File: src/rtl/alu_arbiter.sv
// Round-robin arbiter that shares one combinational ALU between two valid/ready requesters.
// Operands are registered onto the ALU, the result is captured a cycle later and returned to the winner.
//
// state | meaning
// IDLE  | no operation in flight; accepts a new request
// EXEC  | operands on the ALU; result captured at the end of this cycle
// RESP  | result presented to owner; may accept the next request when owner consumes
module alu_arbiter #(
    parameter int WIDTH = 32
) (
    input  logic             clk,
    input  logic             reset,
    input  logic             r0_req_valid,
    output logic             r0_req_ready,
    input  logic [WIDTH-1:0] r0_req_a,
    input  logic [WIDTH-1:0] r0_req_b,
    input  logic [3:0]       r0_req_ctrl,
    input  logic             r1_req_valid,
    output logic             r1_req_ready,
    input  logic [WIDTH-1:0] r1_req_a,
    input  logic [WIDTH-1:0] r1_req_b,
    input  logic [3:0]       r1_req_ctrl,
    output logic             r0_resp_valid,
    input  logic             r0_resp_ready,
    output logic             r1_resp_valid,
    input  logic             r1_resp_ready,
    output logic [WIDTH-1:0] resp_result,
    output logic             resp_zero,
    output logic [WIDTH-1:0] alu_a,
    output logic [WIDTH-1:0] alu_b,
    output logic [3:0]       alu_ctrl,
    input  logic [WIDTH-1:0] alu_out,
    input  logic             alu_zero
);

    typedef enum logic [1:0] {IDLE, EXEC, RESP} state_t;

    state_t state, state_nxt;
    logic   owner;
    logic   prio;
    logic   owner_resp_ready;
    logic   acc;
    logic   gnt;
    logic   win;

    always_ff @(posedge clk or posedge reset) begin
        if (reset) state <= IDLE;
        else       state <= state_nxt;
    end

    always_comb begin
        owner_resp_ready = owner ? r1_resp_ready : r0_resp_ready;
        // reset gates acceptance so no handshake is signalled while reset is held
        acc = !reset && ((state == IDLE) || (state == RESP && owner_resp_ready));
        gnt = acc && (r0_req_valid || r1_req_valid);
        win = 1'b0;
        if (r0_req_valid && r1_req_valid) win = prio;
        else if (r1_req_valid)            win = 1'b1;
        r0_req_ready = gnt && !win;
        r1_req_ready = gnt && win;

        state_nxt = state;
        case (state)
            IDLE:    if (gnt) state_nxt = EXEC;
            EXEC:    state_nxt = RESP;
            RESP:    if (owner_resp_ready) state_nxt = gnt ? EXEC : IDLE;
            default: state_nxt = IDLE;
        endcase
    end

    always_ff @(posedge clk or posedge reset) begin
        if (reset) begin
            alu_a       <= '0;
            alu_b       <= '0;
            alu_ctrl    <= 4'b0000;
            owner       <= 1'b0;
            prio        <= 1'b0;
            resp_result <= '0;
            resp_zero   <= 1'b0;
        end else begin
            if (gnt) begin
                alu_a    <= win ? r1_req_a    : r0_req_a;
                alu_b    <= win ? r1_req_b    : r0_req_b;
                alu_ctrl <= win ? r1_req_ctrl : r0_req_ctrl;
                owner    <= win;
                prio     <= !win;
            end
            if (state == EXEC) begin
                resp_result <= alu_out;
                resp_zero   <= alu_zero;
            end
        end
    end

    assign r0_resp_valid = (state == RESP) && !owner;
    assign r1_resp_valid = (state == RESP) && owner;

endmodule

File: config.mk
export PLATFORM = sky130hd
export DESIGN_NAME = alu_arbiter
export DESIGN_NICKNAME = d
export VERILOG_FILES = /design/src/rtl/alu_arbiter.sv
export SDC_FILE = /design/constraint.sdc
export NUM_CORES = 1
export LEC_CHECK = 0
export CORE_AREA = 5 5 129 131
export DETAILED_ROUTE_END_ITERATION = 8
export DIE_AREA = 0 0 134 136
export GPL_ROUTABILITY_DRIVEN = 0
export HOLD_SLACK_MARGIN = 0.15
export PLACE_DENSITY = 0.68
export SETUP_SLACK_MARGIN = 0.15
export SLEW_MARGIN = 20
export SYNTH_ARGS = -nofsm -noshare
export SYNTH_HDL_FRONTEND = slang
export SYNTH_SLANG_ARGS = --single-unit
export TNS_END_PERCENT = 30
File: constraint.sdc
create_clock -name clk -period 3.9 [get_ports clk]
set_clock_uncertainty 0.2 [all_clocks]
set_input_delay 0.585 -clock clk [delete_from_list [all_inputs] [get_ports clk]]
set_output_delay 0.585 -clock clk [all_outputs]
set_load 0.02 [all_outputs]
==> results of run 1 <==
per-layer routing:
| metal | global-route usage (%) | vias to the layer above |
|---|---|---|
| met1 | 16.82 | 1736 |
| li1 | - | 1865 |
| met4 | 5.714 | 0 |
| met3 | 5.403 | 20 |
| met5 | 0 | - |
| met2 | 26.11 | 184 |
kinds of logic (layout without fill, tap and decap cells):
kind of cell	count (synthesis)	count (layout)
flip-flops	105	105
AO/OA/AOI/OAI	72	72
AND/OR/NAND/NOR	77	77
multiplexers	102	102
buffers and inverters	30	304
tightest hold or removal path: stages, from the launching register on:
cell and delay, ps:
dfrtp_1 350, nand2_1 40, o21ai_0 60
per-stage QoR:
stage	utilization, %	cells
6_report	50.45	852
5_1_grt	50.45	852
4_1_cts	50.45	852
3_5_place_dp	48.35	836
3_3_place_gp	48.35	836
2_1_floorplan	-	386
worst max-delay path by stage:
stage	startpoint	end	slack (ps)	depth (start not counted)
after floorplan	reset	alu_a[0]	350	1
after detailed placement	r1_req_valid	r0_req_ready	620	6
final	r1_req_valid	r0_req_ready	630	6
after global placement	r1_resp_ready	r0_req_ready	620	6
after global routing	r1_req_valid	r0_req_ready	550	6
after CTS	r1_req_valid	r0_req_ready	620	6
power by group through the flow:
stage          clock network, mW  registers (mW)  logic, mW
6_report                   0.985            1.76       2.34
5_1_grt                     1.06            1.83       2.50
4_1_cts                     1.02            1.77       2.38
3_5_place_dp                   0            1.79       2.38
3_3_place_gp                   0            1.76       2.35
2_1_floorplan                  0            2.30      0.584
layout by cell type (no fill, tap or decap), drive strengths merged:
cell	n
and2	1
nand2	69
inv	6
nor3b	1
nor2	4
clkdlybuf4s50	279
bufinv	2
a2111o	1
dfrtp	105
mux2	33
nand2b	1
and3b	1
clkinv	2
clkbuf	9
buf	6
o21ai	70
a21o	1
mux2i	69
final cells by class:
type / instances / share of cell area (%)
clock buffer: 9 / 2.883
clock inverter: 7 / 1.281
inverter: 3 / 0.1762
multi-input combinational: 251 / 22.46
sequential: 105 / 33.64
tap: 192 / 3.075
timing repair buffer: 285 / 36.49
registers in the layout, indices dropped and copies added, names as in the netlist:
signal,count
prio,1
state,2
alu_b,32
resp_result,32
alu_ctrl,4
alu_a,32
owner,1
resp_zero,1
==> impl_results.md, run 1 <==
- Ys flop type: dfrtp_1
- Met3 wire len: about 1.4 mm
- Clock net sink count: 105
- Reg2reg path depth: 5
- Vias in the first global route: about 4,200
- CP Launch Type: input pin
- H-Tree Level Count: 3
- Pre-CTS WS: 618.7 ps
- Final setup fails: 0
- CP endpoint kind: primary output
- Worst IR Drop VDD: 239.0 µV
- Worst hold stages: 2
- Clk_lat worst skew: 340 ps
- Largest family of logic cells by synthesized area: multiplexers
- Hold-fix buffers at CTS: 0
- Rel. slew slack: 53.06%
- Die Wd: 134 µm
- Final net count: between 800 and 900
- Cell variety after synth: 19
- Syn-to-layout area delta: 72.84%
- Antenna Violating Nets Remaining: 0
- Post-synth ARST share: 100.0%
- Pint: about 3.3 mW
- Synth top area share: 58.14%
- RSZ-0062 raised after global routing: no
- Reg2reg start: owner
- FP Rows: 46
- R2R setup slack: 1850 ps
- Slew Viols, Final: 0
- Critical Path RT: 3120 ps
- Hold Vio Cnt, Final: 0
- Multi-input logic area: 0.001754 mm²
- Max incr delay on CP: roughly 590 ps
- DRC viols: 0
- Combinational Power Share: 46.0%
- Period utilization: 83.89%
- Reg-to-reg endpoint: alu_a[25]
- Worst Hold End: alu_a[26]
- Grt ovf: 0
- Vias per Instance: 4.466
- Mux cell area share after synthesis: 23.50%
- XOR/XNOR Fraction of Synth Area: 0%
- Post-Synth Simple-Gate Area: 6.866%
- Post-route worst setup slack: 628.2 ps
- Design Area, Final: roughly 0.0078 mm²
- Post-synthesis compound-gate area fraction: 8.167%
- CP Cell Sequence: clkdlybuf4s50_1 -> nor2_1 -> a2111o_2 -> inv_1 -> and2_1 -> clkdlybuf4s50_1
- Port bufs: 279
- Cts repair resizes: 0
- M1 WL: about 5.2 mm
- Post-synth top cells: dfrtp_1 (105), mux2i_1 (69), nand2_1 (69)
- HPWL Detailed: 10.91 mm
- Post-synth EDFFs: 0
- Diodes inserted: 0
- Core Region: 0.01548 mm²
- Final hold slack: 280.0 ps
- Initial DRC Count: 79
- Area contributors post-synth: dfrtp_1 (58%), mux2i_1 (15%), mux2_2 (8.2%), o21ai_0 (6.6%), nand2_1 (5.7%)
- Die Y: around 140 µm
- Hold path startpoint: alu_a[26]
- Root Buffer Master: clkbuf_16
- Mapped Area: 0.004519 mm²
- FMAX: 305.6 MHz
- Starting Density: 29.19%
- Synth Warn #: 0
- Critical setup path kind: in2out
- Buffers & Inverters on Critical Path: 3
- Pwr/cell area: 651.0 mW/mm²
- Syn Nets: 561
- Worst-Margin Slew: between 700 and 800 ps
- Final min period: 3272 ps
- Top-count cell post-synth: dfrtp_1
- Post-place instance area: 0.007486 mm²
- Clk slew on worst S/H paths: 70 ps
- Clock network power share: 19.4%
- FF/Latch Area: ~0.0026 mm²
- TritonCTS clock tree: yes
- Largest net degree at the start of global routing: 73
- CP max-delay cell: clkdlybuf4s50_1
- Register share of total power: between 30% and 40%
- Gr usage total: 14.98%
- Initial antenna violation count: 0
- TNS Setup: 0 ps
- Cell mode on critical path: clkdlybuf4s50_1
- Switching power of the nets: 1.792 mW
- Final WL: around 14 mm
- Max-cap violations: 0
- Synth Area in Adders: 0%
- I/O pin cnt: 280
- Hold crit path type: reg2reg
- Die area: approximately 0.018 mm²
- Uppermost layer routed: met4
- Drt first pass iters: 4
- Post-synth top area cell: dfrtp_1
- Total Power: ~5 mW
- Via count: 3,805
- TritonCTS buffer count: 9
- CP arrival: around 2500 ps
- Layout cell share with drive strength beyond 1: 8.939%
- Post CTS Setup Buffer Count: 0
- Seq/Total Area, Yosys: between 50% and 60%
- Filler cells: 1,416
- Sw Share: 35.24%
- WL met2: 6.679 mm
- Avg Inst Size Synth: 11.71 µm²
- Clock tree buffer depth: 2
- Status: completed
- FF+latch count, synth: around 110
- Global-route wire length before repair: 21.58 mm
- Post-synthesis cell count: around 390
- Kind of cell adding the most delay to the critical path: buffers and inverters
- Post-detailed-route wirelength per cell: 15.98 µm
- Worst-path fanout max: 4
- Pleak: 3.452 nW
Note: power is estimated with default switching activity, not from simulation.
==> run 2, diff against run 1 <==
==> constraint.sdc (replaced) <==
create_clock -name clk -period 3.3 [get_ports clk]
set_clock_uncertainty 0.2 [all_clocks]
set_input_delay 0.495 -clock clk [delete_from_list [all_inputs] [get_ports clk]]
set_output_delay 0.495 -clock clk [all_outputs]
set_load 0.02 [all_outputs]
==> run 2 against run 1 <==
Clock power is 0.8% higher. Sequential share of layout area is 0.24 points higher. Die area stayed put. Non-clock buffer count is 1 lower. Hold slack worse by 0.98 ps. Total power is 15% higher. First-iteration DRC count is 10% higher.
==> impl_results.md, run 2 (synthesized netlist as in run 1, its figures left out) <==
- Clk slew on worst S/H paths: ~70 ps
- Final net count: about 830
- Clk_lat worst skew: 340 ps
- Layout cell share with drive strength beyond 1: 8.524%
- Initial DRC Count: 87
- Global-route wire length before repair: 20.78 mm
- Die Wd: between 100 and 150 µm
- Slew Viols, Final: 0
- Final setup fails: 0
- Core Region: 0.01548 mm²
- Worst-Margin Slew: about 840 ps
- Critical Path RT: 2600 ps
- Final std cells w/o fill: 849
- Pleak: 3.433 nW
- Post CTS Setup Buffer Count: 0
- Starting Density: 29.19%
- Final WL: 13.52 mm
- H-Tree Level Count: 3
- Most common cell after layout, fill and taps aside: clkdlybuf4s50_1
- TNS Setup: 0 ps
- Reg2reg path depth: 4
- Reg2reg start: owner
- Post-route worst setup slack: roughly 270 ps
- Worst IR Drop VDD: 286.7 µV
- Worst-path fanout max: 3
- Worst Hold End: alu_b[15]
- Largest regs: alu_a x32, alu_b x32, resp_result x32
- Root Buffer Master: clkbuf_16
- Max-cap violations: 0
- CP Launch Type: input pin
- R2R setup slack: between 1000 and 1500 ps
- Syn-to-layout area delta: 71.62%
- FMAX: about 330 MHz
- DRC viols: 0
- Die area: 0.01822 mm²
- Period utilization: about nine tenths
- Hold Vio Cnt, Final: 0
- TritonCTS clock tree: yes
- Critical setup path kind: in2out
- Placed Cells: 835
- Worst hold stages: 2
- Post-place instance area: between 0.007 and 0.008 mm²
- Via count: around 3,800
- Pwr/cell area: 751.9 mW/mm²
- HPWL Detailed: about 10 mm
- Pre-CTS WS: 200.6 ps
- Antenna Violating Nets Remaining: 0
- Final min period: 3032 ps
- FP Rows: between 40 and 50
- Vias in the first global route: 4,043
- Grt ovf: 0
- CP endpoint kind: primary output
- Post-detailed-route wirelength per cell: 15.92 µm
- Initial antenna violation count: 0
- I/O pin cnt: 280
- CP arrival: around 2300 ps
- Clock tree buffer depth: 2
- Hold path startpoint: alu_b[15]
- Vias per Instance: approximately 4.5
- RSZ-0062 raised after global routing: no
- Design Area, Final: between 0.007 and 0.008 mm²
- Drt first pass iters: 4
- Port bufs: 279
- Rel. slew slack: 43.70%
- Diodes inserted: 0
- Hold crit path type: reg2reg
- Clock net sink count: 105
- Gr usage total: 14.55%
- Largest net degree at the start of global routing: 138
- Most frequent cells in the layout: clkdlybuf4s50_1 (278), dfrtp_1 (105), mux2i_1 (69), nand2_1 (69), o21ai_0 (59)
- Die Y: 136 µm
- Status: completed
- Worst setup startpoint: r1_req_valid
- Reg-to-reg endpoint: alu_b[2]
- TritonCTS buffer count: 9
-- run 2: cell types whose count changed in the layout (fill, tap and decap cells not counted) --
cell / delta
clkinv_4: -1
clkdlybuf4s50_1: -1
buf_4: -2
inv_4: -1
inv_6: -3
bufinv_16: -2
buf_6: +1
clkinvlp_4: +2
dlymetal6s2s_1: +1
clkbuf_8: +2
clkinv_2: +1
-- run 2: through the flow --
stage	power (mW)	util (%)	hold slack, ps
finish	5.832	50.10	279.0
global route	6.190	50.10	305.9
CTS	5.944	50.06	285.2
detailed placement	4.917	48.31	269.9
floorplan	3.411	-	259.9
global placement	4.853	48.31	261.1
-- run 2: metal layers --
layer,wire length [µm],global-route usage (%),vias up
met3,1422,5.996,18
li1,-,-,1863
met4,289,6.114,0
met2,6482,24.20,183
met1,5320,16.62,1743
met5,0,0,-
-- run 2: timing repair --
action	in CTS	in global routing
hold buffers	0	0
endpoints found under the setup margin	0	1
resized for setup	0	1
-- run 2: how the worst max path moves through the flow --
stage / end / slack (ps)
after floorplan: r0_req_ready / 1010
after global placement: r0_req_ready / 220
after detailed placement: r0_req_ready / 200
after CTS: r0_req_ready / 200
after global routing: r1_req_ready / 190
final: r1_req_ready / 270
-- run 2: area by class of cell --
class / count / area, µm²
Clock buffer: 11 / 252.7
Clock inverter: 3 / 17.52
Fill cell: 1403 / 7726
Inverter: 3 / 15.01
Multi-Input combinational cell: 251 / 1754
Sequential cell: 105 / 2628
Tap cell: 192 / 240.2
Timing Repair Buffer: 284 / 2849
-- run 2: power breakdown --
part	total (mW)	switching (mW)	leakage, nW	internal (mW)
sequential	2.08	0.274	1.27	1.81
clock	0.993	0.451	0.133	0.542
combinational	2.76	1.35	2.03	1.41
-- run 2: worst max-delay path, cell delays in order --
cell and delay, ps:
clkdlybuf4s50_1 530, nor2_1 70, a2111o_2 490, nor2_4 140, clkdlybuf4s50_1 610
==> run 3, diff against run 2 <==
--- a/config.mk
+++ b/config.mk
@@ -6,6 +6,7 @@
 export NUM_CORES = 1
 export LEC_CHECK = 0
 export CORE_AREA = 5 5 129 131
+export CTS_CLUSTER_DIAMETER = 100
 export DETAILED_ROUTE_END_ITERATION = 8
 export DIE_AREA = 0 0 134 136
 export GPL_ROUTABILITY_DRIVEN = 0
==> results of run 3 <==
No change in the layout: final DEF, timing and power equal those of run 2.
